**src/rtl/max_pool2d_pkg.sv**
```systemverilog
// max_pool2d_pkg: width helper and default feature-map constants shared with the convolution stage
package max_pool2d_pkg;
  localparam int DEFAULT_DATA_WIDTH = 16;
  localparam int FMAP_SIZE = 28;
  function automatic int clogb2(input int n);
    int r;
    r = 0;
    for (int v = n - 1; v > 0; v = v >> 1) r++;
    return (r < 1) ? 1 : r;
  endfunction
endpackage

```
**src/rtl/max_pool2d_max2.sv**
```systemverilog
// max2: combinational unsigned maximum; a tie returns a
module max2 #(
  parameter int DATA_WIDTH = 16
) (
  input  logic [DATA_WIDTH-1:0] a,
  input  logic [DATA_WIDTH-1:0] b,
  output logic [DATA_WIDTH-1:0] y
);
  assign y = (b > a) ? b : a;
endmodule

```
**src/rtl/max_pool2d.sv**
```systemverilog
// max_pool2d: streaming 2x2 stride-2 max pooling over a raster-order feature map.
// Even rows park horizontal pair maxima in a half-width line buffer; odd rows merge them.
module max_pool2d
  import max_pool2d_pkg::*;
#(
  parameter int DATA_WIDTH = DEFAULT_DATA_WIDTH,
  parameter int IN_SIZE = FMAP_SIZE
) (
  input  logic                  clk,
  input  logic                  rst_n,
  input  logic                  ena,
  input  logic                  clear,
  input  logic [DATA_WIDTH-1:0] din,
  input  logic                  din_valid,
  output logic [DATA_WIDTH-1:0] pool_out,
  output logic                  pool_valid,
  output logic                  done
);
  localparam int CW = clogb2(IN_SIZE);
  localparam int AW = clogb2(IN_SIZE / 2);
  localparam int DEPTH = IN_SIZE / 2;
  localparam logic [CW-1:0] WIN_LAST = CW'(2 * DEPTH - 1);
  localparam logic [CW-1:0] MAP_LAST = CW'(IN_SIZE - 1);
  logic [CW-1:0] col, row;
  logic [DATA_WIDTH-1:0] h_first, h_max, v_max, pool_q, rd;
  logic [DATA_WIDTH-1:0] line_buf [DEPTH];
  logic [AW-1:0] addr;
  logic accept, in_win, wr, fire, valid_q, done_q;
  assign accept = ena & din_valid & ~clear;
  // odd trailing column/row falls outside the window and is dropped
  assign in_win = (col <= WIN_LAST) && (row <= WIN_LAST);
  assign addr = AW'(col >> 1);
  assign wr = accept & in_win & col[0] & ~row[0];
  assign fire = accept & in_win & col[0] & row[0];
  assign rd = line_buf[addr];
  max2 #(.DATA_WIDTH(DATA_WIDTH)) u_h (.a(h_first), .b(din), .y(h_max));
  max2 #(.DATA_WIDTH(DATA_WIDTH)) u_v (.a(rd), .b(h_max), .y(v_max));
  always_ff @(posedge clk) begin
    if (!rst_n) begin
      col <= '0;
      row <= '0;
      h_first <= '0;
      pool_q <= '0;
      valid_q <= 1'b0;
      done_q <= 1'b0;
    end else if (clear) begin
      col <= '0;
      row <= '0;
      h_first <= '0;
      valid_q <= 1'b0;
      done_q <= 1'b0;
    end else begin
      valid_q <= fire;
      done_q <= fire && (col == WIN_LAST) && (row == WIN_LAST);
      if (fire) pool_q <= v_max;
      if (accept) begin
        col <= (col == MAP_LAST) ? '0 : col + 1'b1;
        if (col == MAP_LAST) row <= (row == MAP_LAST) ? '0 : row + 1'b1;
        if (!col[0]) h_first <= din;
      end
    end
  end
  always_ff @(posedge clk) if (wr) line_buf[addr] <= h_max;
  assign pool_out = valid_q ? pool_q : '0;
  assign pool_valid = valid_q;
  assign done = done_q;
endmodule

```
**config.mk**
```make
export PLATFORM = sky130hd
export DESIGN_NAME = max_pool2d
export DESIGN_NICKNAME = d
export VERILOG_FILES = /design/src/rtl/max_pool2d_pkg.sv /design/src/rtl/max_pool2d_max2.sv /design/src/rtl/max_pool2d.sv
export SDC_FILE = /design/constraint.sdc
export NUM_CORES = 1
export LEC_CHECK = 0
export CAP_MARGIN = 20
export CORE_AREA = 2 2 142 144
export CTS_CLUSTER_SIZE = 8
export DETAILED_ROUTE_END_ITERATION = 8
export DIE_AREA = 0 0 144 146
export DONT_BUFFER_PORTS = 1
export PLACE_DENSITY_LB_ADDON = 0.2
export SLEW_MARGIN = 20
export SYNTH_ARGS = -nofsm -noshare
export SYNTH_HDL_FRONTEND = slang
export SYNTH_SLANG_ARGS = --single-unit
export TNS_END_PERCENT = 20
```
**constraint.sdc**
```tcl
create_clock -name clk -period 6.57 [get_ports clk]
set_clock_uncertainty 0.15 [all_clocks]
set_input_delay 1.6425 -clock clk [delete_from_list [all_inputs] [get_ports clk]]
set_output_delay 1.6425 -clock clk [all_outputs]
set_load 0.03 [all_outputs]
```
==> impl_metrics.env <==
export IMPL_status="complete, no violations"
export IMPL_synthTopCellsByArea="edfxtp_1, mux4_2, dfxtp_1"
export IMPL_drc_errors=0
export IMPL_synth_distinct_cells=47
export IMPL_yosysMostFrequentCell="edfxtp_1"
export IMPL_criticalPathCategory="input pin to register"
export IMPL_setup_viol=0
export IMPL_placement_rows=51
export IMPL_io_buffers=0
export IMPL_groute_usage_overall_pct=23.8
export IMPL_synth_largest_area_cell="edfxtp_1"
export IMPL_drv_cap=0
export IMPL_fin_tns_setup_ns=0
export IMPL_max_stage_delay_ns=0.64
export IMPL_final_net_count=862
export IMPL_grt_max_degree=46
export IMPL_crit_arrival_ns=6.04
export IMPL_min_to="pool_q[12]$_SDFFE_PN0P_"
export IMPL_antenna_found_initial=0
export IMPL_slew_headroom_pct=29.1
export IMPL_clk_path_buf_depth=3
export IMPL_diodes=0
export IMPL_crit_path_end_kind="register"
export IMPL_synthFlopType="edfxtp_1"
export IMPL_rr_worst_depth=15
export IMPL_drt_iter0_drc=644
export IMPL_ys_warn_count=0
export IMPL_cts_resized=0
export IMPL_cts_tree="yes"
export IMPL_p_leak_nw=4.34
export IMPL_report_final_slew_viol_count=0
export IMPL_syn_num_nets=837
export IMPL_grt_pass1_vias=6870
export IMPL_irDropWorstVdd_mv=0.203
export IMPL_ant_nets=0
export IMPL_ys_seq_area_share_pct=66.4
export IMPL_r2r_slack_ns=1.53
export IMPL_syn_area_um2=11600
export IMPL_drt_wirelength_per_cell_um=22.2
export IMPL_dieArea_um2=21000
export IMPL_core_area_um2=19300
export IMPL_r2r_end="pool_q[3]$_SDFFE_PN0P_"
export IMPL_cts_buffers_inserted=39
export IMPL_synth_top_cell_area_share_pct=58.1
export IMPL_cellPowerDensity_nw_per_um2=287
export IMPL_hp_start="pool_q[12]$_SDFFE_PN0P_"
export IMPL_worst_pin_slew_ns=1.06
export IMPL_routed_wl_mm=24.2
export IMPL_path_clk_slew_ns=0.05
export IMPL_postCtsSetupBuffers=0
export IMPL_synth_edf_count=224
export IMPL_die_h_um=146
export IMPL_rsz0062_at_grt="false"
export IMPL_final_util_pct=67.1
export IMPL_viasPerCell=6.17
export IMPL_vias=6703
export IMPL_cp_top_family="simple AND/OR/NAND/NOR gates"
export IMPL_globalplace_congestion=0.828
export IMPL_async_flop_share_pct=0
export IMPL_timing_fmax_mhz=173
export IMPL_whs_path_depth=2
export IMPL_r2r_start="h_first[15]$_SDFFE_PP0P_"
export IMPL_synth_commonest_cells="edfxtp_1, nand2_1, dfxtp_1, mux4_2, a21oi_1"
export IMPL_cts_root_buf="clkbuf_16"
export IMPL_syn_inst=782
export IMPL_hpwl_mm=15.1
export IMPL_fp_dieW_um=144
export IMPL_io_pins=39
export IMPL_cp_slowest_cell="or4_4"
export IMPL_hold_viol=0
export IMPL_ys_ff_latch=272
export IMPL_path_max_fanout=16
export IMPL_area_growth_synth_to_final_pct=12.0
export IMPL_gr_total_overflow=0
export IMPL_fin_crit_sh_pct=87.9
export IMPL_critPathLaunchType="input pin"
export IMPL_critPathBufInv=2
export IMPL_cts_hold_fix_buffers=0
export IMPL_avgSynthCellArea_um2=14.8
export IMPL_required_ns=6.83
export IMPL_cts_sinks=272
export IMPL_grt_pass1_wl_mm=37.7
export IMPL_drive_gt1_share_pct=16.1
export IMPL_path_cells="ha_1 -> nand4_1 -> nor4_1 -> a21boi_0 -> o41a_1 -> buf_4 -> mux2i_1 -> inv_1 -> ha_1 -> nand4_1 -> or3_1 -> o221a_2 -> or4_4 -> o221ai_1"
export IMPL_insertion_delay_ns=0.51
export IMPL_drt_first_pass_iters=5
export IMPL_crit_cells=14
export IMPL_finalCriticalPeriod_ns=5.77
export IMPL_cts_htree_levels=2
export IMPL_initial_utilization_pct=59.9
export IMPL_hold_class="register to register"
cells in the final DEF, fill, tap and decap left out, types with 2 or more instances in the layout:
cell type / Yosys / layout
a21oi_1: 38 / 38
and2_1: 34 / 34
and3_1: 2 / 2
buf_4: 0 / 21
clkbuf_1: 23 / 14
clkbuf_16: 0 / 39
dfxtp_1: 48 / 46
edfxtp_1: 224 / 224
ha_1: 34 / 34
inv_1: 37 / 36
inv_6: 0 / 3
mux2i_1: 35 / 35
mux4_2: 48 / 48
nand2_1: 115 / 115
nand2b_1: 4 / 4
nand3_1: 4 / 4
nand3b_1: 3 / 3
nand4_1: 9 / 9
nor2_1: 23 / 22
nor3_1: 6 / 3
nor3_2: 0 / 3
nor4_1: 4 / 4
o21ai_0: 23 / 23
o221ai_1: 6 / 6
o221ai_2: 10 / 10
o22ai_1: 14 / 14
or3_1: 3 / 3
xor2_1: 2 / 2
cells by family (layout without fill, tap and decap cells):
logic type / Yosys count / in the layout / share of synthesized area, %
adders and majority gates: 34 / 34 / 3.67
DFF: 272 / 272 / 66.4
and+or+nand+nor: 215 / 215 / 8.74
muxes: 83 / 83 / 12.4
buffers and inverters: 74 / 114 / 2.72
xor gates and xnor gates: 2 / 2 / 0.151
AOI/OAI and AO/OA: 102 / 102 / 5.94
layout make-up:
type                            count  area (um^2)
Sequential cell                   272         7690
Fill cell                        1326         6370
Multi-Input combinational cell    436         3590
Clock buffer                       53         1030
Tap cell                          265          332
Timing Repair Buffer               21          158
Inverter                           37          139
Clock inverter                      3         26.3
power by group:
part / switching [mW] / total [mW] / internal (mW)
sequential: 0.00167 / 1.89 / 1.88
clock: 0.658 / 1.73 / 1.08
combinational: 0.0755 / 0.103 / 0.0279
routing by layer:
metal | GRT usage, % | vias to the layer above | wire, um
met5 | 0 | - | 0
met4 | 5.93 | 0 | 315
met1 | 31.9 | 3468 | 9830
met2 | 40.9 | 185 | 12800
met3 | 3.82 | 32 | 1240
li1 | - | 3018 | -
worst max-delay path by stage:
stage                       start                       to  slack [ns]
after global routing      din[15]   pool_q[3]$_SDFFE_PN0P_        0.42
after global placement    din[15]   pool_q[0]$_SDFFE_PN0P_        0.56
final                     din[15]   pool_q[3]$_SDFFE_PN0P_        0.80
after detailed placement  din[15]   pool_q[4]$_SDFFE_PN0P_        0.36
after CTS                 din[15]   pool_q[3]$_SDFFE_PN0P_        0.83
after floorplan           din[15]  pool_q[11]$_SDFFE_PN0P_        0.70
registers in the layout, summed over array words and instances (netlist names), named ones only:
register and cells:
row 5, done 1, h_first 16, pool_q 16, col 5, pool_valid 1, line_buf 224
worst reg2reg max path, stage by stage (launching register included):
cell and delay (ns):
dfxtp_1 0.35, inv_1 0.06, ha_1 0.31, nand4_1 0.18, nor4_1 0.39, a21boi_0 0.23, o41a_1 0.18, buf_4 0.29
mux2i_1 0.35, inv_1 0.29, ha_1 0.40, nand4_1 0.19, or3_1 0.39, o221a_2 0.30, or4_4 0.64, o221ai_1 0.25
per-stage QoR:
stage / setup WS [ns] / std cells / power [mW] / area [um^2] / hold WS [ns]
global route: 0.424 / 1087 / 3.85 / 13000 / 0.343
floorplan: 0.705 / 782 / 1.99 / 11600 / 0.274
global placement: 0.564 / 1031 / 2.01 / 11900 / 0.298
finish: 0.798 / 1087 / 3.72 / 13000 / 0.319
CTS: 0.832 / 1087 / 3.75 / 13000 / 0.319
detailed placement: 0.361 / 1031 / 2.02 / 11900 / 0.297
(Power assumes the default switching activity.)
